File: src/rtl/sr_arb_serializer.sv
// Purpose : round-robin arbiter between two parallel-word requesters feeding one
//           parallel-in shift register that serializes the granted word.
// Latency : accept edge -> first serial bit valid next cycle; frame = WIDTH+2 cycles.
// Backpr. : requesters hold req until granted; no grant while a frame is in flight.
//
// Ports:
//   clk, reset (sync, active-low)
//   req_a/data_a, req_b/data_b : requests and parallel words
//   gnt_a, gnt_b               : combinational grants (IDLE only)
//   q                          : shift register contents
//   ser_out, ser_valid         : serial bit and its qualifier
//   src_id                     : owner of current/last frame (0 = A, 1 = B)
//   busy, done                 : not-IDLE flag, end-of-frame pulse
module sr_arb_serializer #(
  parameter int WIDTH     = 8,
  parameter bit MSB_FIRST = 1'b1
) (
  input  logic             clk,
  input  logic             reset,
  input  logic             req_a,
  input  logic [WIDTH-1:0] data_a,
  input  logic             req_b,
  input  logic [WIDTH-1:0] data_b,
  output logic             gnt_a,
  output logic             gnt_b,
  output logic [WIDTH-1:0] q,
  output logic             ser_out,
  output logic             ser_valid,
  output logic             src_id,
  output logic             busy,
  output logic             done
);

  localparam int CW = $clog2(WIDTH) + 1;
  localparam logic [CW-1:0] LAST_CNT = CW'(WIDTH - 1);

  localparam logic [1:0] IDLE  = 2'd0;
  localparam logic [1:0] SHIFT = 2'd1;
  localparam logic [1:0] DONE  = 2'd2;

  logic [1:0]    state;
  logic [CW-1:0] cnt;
  logic          last_src;

  // Grants are suppressed while reset is low so that reset visibly wins over
  // an accept at the same edge.
  always_comb begin
    gnt_a = 1'b0;
    gnt_b = 1'b0;
    if (reset && state == IDLE) begin
      if (req_a && req_b) begin
        // Tie: the requester that did not own the last frame wins.
        gnt_a = last_src;
        gnt_b = ~last_src;
      end else begin
        gnt_a = req_a;
        gnt_b = req_b;
      end
    end
  end

  always_ff @(posedge clk) begin
    if (!reset) begin
      state    <= IDLE;
      q        <= '0;
      cnt      <= '0;
      src_id   <= 1'b0;
      last_src <= 1'b1;
    end else begin
      case (state)
        IDLE: begin
          if (gnt_a || gnt_b) begin
            q        <= gnt_b ? data_b : data_a;
            src_id   <= gnt_b;
            last_src <= gnt_b;
            cnt      <= '0;
            state    <= SHIFT;
          end
        end
        SHIFT: begin
          if (MSB_FIRST) q <= {q[WIDTH-2:0], 1'b0};
          else           q <= {1'b0, q[WIDTH-1:1]};
          cnt <= cnt + CW'(1);
          if (cnt == LAST_CNT) state <= DONE;
        end
        DONE:    state <= IDLE;
        default: state <= IDLE;
      endcase
    end
  end

  assign busy      = (state != IDLE);
  assign done      = (state == DONE);
  assign ser_valid = (state == SHIFT);
  assign ser_out   = ser_valid & (MSB_FIRST ? q[WIDTH-1] : q[0]);

endmodule
File: config.mk
export PLATFORM = sky130hd
export DESIGN_NAME = sr_arb_serializer
export DESIGN_NICKNAME = d
export VERILOG_FILES = /design/src/rtl/sr_arb_serializer.sv
export SDC_FILE = /design/constraint.sdc
export NUM_CORES = 1
export LEC_CHECK = 0
export CELL_PAD_IN_SITES_DETAIL_PLACEMENT = 0
export CELL_PAD_IN_SITES_GLOBAL_PLACEMENT = 1
export CORE_ASPECT_RATIO = 0.75
export CORE_UTILIZATION = 29
export CTS_CLUSTER_SIZE = 30
export DETAILED_ROUTE_END_ITERATION = 10
export PLACE_DENSITY = 0.85
export SLEW_MARGIN = 30
export SYNTH_ARGS = -nofsm -noshare
export SYNTH_HDL_FRONTEND = slang
export SYNTH_SLANG_ARGS = --single-unit
File: constraint.sdc
create_clock -name clk -period 1.6 [get_ports clk]
set_input_delay 0.32 -clock clk [delete_from_list [all_inputs] [get_ports clk]]
set_output_delay 0.32 -clock clk [all_outputs]
set_load 0.005 [all_outputs]
==> impl_metrics.py <==
metrics = {
    "floorplan": {
        "fp-row-count": 16,
        "initial_utilization": 0.311,
        "die-area_um2": 3070,
        "io_pins": 35,
        "die_x_um": 63.7,
        "floorplan_core_area_um2": 2660,
        "die_h_um": 48.3,
    },
    "final_layout": {
        "final_cell_mix": "25 x sky130_fd_sc_hd__clkdlybuf4s50_1, 14 x sky130_fd_sc_hd__dfxtp_1, 12 x sky130_fd_sc_hd__buf_4, 11 x sky130_fd_sc_hd__inv_1, 11 x sky130_fd_sc_hd__nand2_1",
        "antenna_cells_inserted": 0,
        "final-instance-count-excl-fill": 181,
        "finalNetCount": 167,
        "synthToLayoutAreaGrowth_pct": 66.0,
        "ratio_of_cells_with_drive_above_1_in_the_final_layout": 0.221,
        "layout_commonest_cell": "sky130_fd_sc_hd__clkdlybuf4s50_1",
    },
    "sta": {
        "min_period_ns": 1.49,
        "maxSlewHeadroom": 0.636,
        "fin_skew_ns": 0.00239,
        "worst_pin_slew_ns": 0.543,
        "fmax_mhz": 670,
        "finish_stage_setup_viols": 0,
        "grt_setup_unrepaired": "false",
        "totalNegativeSetupSlack_ns": 0,
        "timing.final.crit_share": 0.933,
        "finalHoldViolCount": 0,
        "timing.final.max_slew_violations": 0,
    },
    "clock_tree": {
        "cts_tree": "built",
        "insertion_delay_ns": 0.25,
        "ctsLongestPathBuffers": 2,
        "number_of_clock_sinks": 16,
        "path_clk_slew_ns": 0.07,
        "cts_made_buffers": 3,
        "cts_max_level": 1,
        "cts_hold_buf": 0,
        "clock_tree.root_cell": "sky130_fd_sc_hd__clkbuf_8",
    },
    "synthesis": {
        "postSynth.asyncResetShare": 0,
        "synth_flop_cell": "sky130_fd_sc_hd__dfxtp_1",
        "synth.distinct_cells": 34,
        "syn_area_um2": 827,
        "synth.yosys.seq_area_share": 0.387,
        "yosys.area.top_type_share": 0.387,
        "mappedNetlistNets": 117,
        "synth_area_leader_cell": "sky130_fd_sc_hd__dfxtp_1",
        "synth_seq_cells": 16,
        "yosysWarnings": 0,
        "synth_enable_flop_cells": 0,
        "post_synth_main_area_contributors": "sky130_fd_sc_hd__dfxtp_1 39%, sky130_fd_sc_hd__mux2i_1 8.5%, sky130_fd_sc_hd__o221ai_1 7.4%",
        "synth_cells": 96,
        "syn-mean-instance-area_um2": 8.62,
    },
    "placement": {
        "place_congestion": 0.755,
        "dp.cells": 176,
        "post-dp-hpwl_um": 1790,
        "buffer_ports.inserted": 34,
    },
    "detailed_routing": {
        "vias_per_cell": 4.85,
        "post-route-drc-count": 0,
        "totalWireLength_um": 2320,
        "vias": 877,
        "postRouteAntennaNets": 0,
        "avgRoutedWirePerCell_um": 12.8,
        "first_iter_violations": 17,
        "first_drt_pass_iteration_count": 4,
    },
    "setup_path": {
        "worst-setup-path-type": "reg -> out",
        "crit_fanout": 9,
        "timing.critical_path.from_type": "register",
        "setup.worst_path.end_class": "primary output",
        "cp.required_ns": 1.28,
        "critPathArrivalTime_ns": 1.17,
    },
    "global_routing": {
        "grt_pass1_wl_um": 3820,
        "antenna_found_initial": 0,
        "grt_use_total": 0.168,
        "grt_start_max_net_pins": 11,
        "grt_remaining_overflow": 0,
        "first_global_vias": 858,
    },
    "flow_run": {
        "cap_viol_max_count": 0,
    },
    "power_and_ir_drop": {
        "irDropWorstVdd_mv": 0.469,
        "power_leakage_nw": 0.570,
        "pwrdens_nw_per_um2": 780,
    },
    "hold_path": {
        "timing.hold.worst.class": "reg -> reg",
    },
    "outcome": {
        "status": "finished, final reports clean",
    },
}
==> through the flow <==
| stage | hold WS [ns] | power (W) | instance area (um2) | util | worst slack, ns |
|---|---|---|---|---|---|
| 4_1_cts | 0.497 | 0.00108 | 1370 | 0.513 | 0.0345 |
| 5_1_grt | 0.538 | 0.00112 | 1370 | 0.516 | 0.0281 |
| 2_1_floorplan | 0.411 | 0.000552 | 827 | - | 0.134 |
| 3_3_place_gp | 0.475 | 0.000704 | 1290 | 0.483 | -0.492 |
| 3_5_place_dp | 0.480 | 0.000711 | 1290 | 0.483 | -0.511 |
| 6_report | 0.495 | 0.00107 | 1370 | 0.516 | 0.107 |
==> logic make-up (layout without fill, tap and decap cells) <==
family	after synthesis	count (layout)	synth area share
muxes	7	7	0.0847
AOI/OAI and AO/OA	23	23	0.204
DFF	16	16	0.387
adders and majority gates	1	1	0.0151
buffers and inverters	15	64	0.0877
and+or+nand+nor	34	34	0.221
==> where the power goes <==
part	leakage [nW]	internal (W)	total, W	switching (W)
clock network	0.0288	0.000219	0.000363	0.000145
registers	0.132	0.000427	0.000450	0.0000223
logic	0.409	0.000159	0.000258	0.0000994
==> path summary, 6_finish.rpt <==
path | startpoint | to | slack [ns] | cells past startpoint
setup / recovery | state[1] | ser_valid | 0.11 | 4
setup reg to reg | state[1] | q[0] | 0.13 | 4
hold reg to reg | q[2] | q[3] | 0.50 | 2
hold / removal | q[2] | q[3] | 0.50 | 2
==> synthesized netlist by cell type (all sizes together), types with 2 or more instances <==
library cell and n:
or2 2, nor3 2, buf 3, inv 11, dfxtp 16, nand2 11, nor2 5, or3b 2
a21oi 4, o221ai 7, nor2b 2, mux2i 7, o21ai 5, nand2b 3
==> registers in the layout (all words and copies together), names as in the netlist <==
name and flops:
cnt 4, q 8, state 2, src_id 1, last_src 1
==> final cells by class <==
type,instances,area (um2)
clock buffers,4,55.1
fillers,260,1290
inverters,11,41.3
multi-input cells,65,455
flip-flops and latches,16,323
well taps,36,45.0
repair buffers,49,453
==> timing repair <==
item / CTS / global route
gates resized for setup: 23 / 2
pin swaps: 2 / 0
endpoints found under the setup margin: 16 / 1
buffers inserted: 1 / 0
==> worst max-delay path: stages (launching register included) <==
cell                            delay, ns
sky130_fd_sc_hd__dfxtp_2             0.33
sky130_fd_sc_hd__buf_6               0.13
sky130_fd_sc_hd__nand2b_4            0.15
sky130_fd_sc_hd__inv_1               0.05
sky130_fd_sc_hd__dlygate4sd2_1       0.26
==> per-layer routing <==
layer | routed length [um] | up-vias | track usage
met5 | 0 | - | 0
li1 | - | 439 | -
met4 | 16 | 0 | 0.0500
met3 | 145 | 5 | 0.0561
met1 | 1020 | 407 | 0.186
met2 | 1140 | 26 | 0.319
Power figures use the tool's default switching activity.
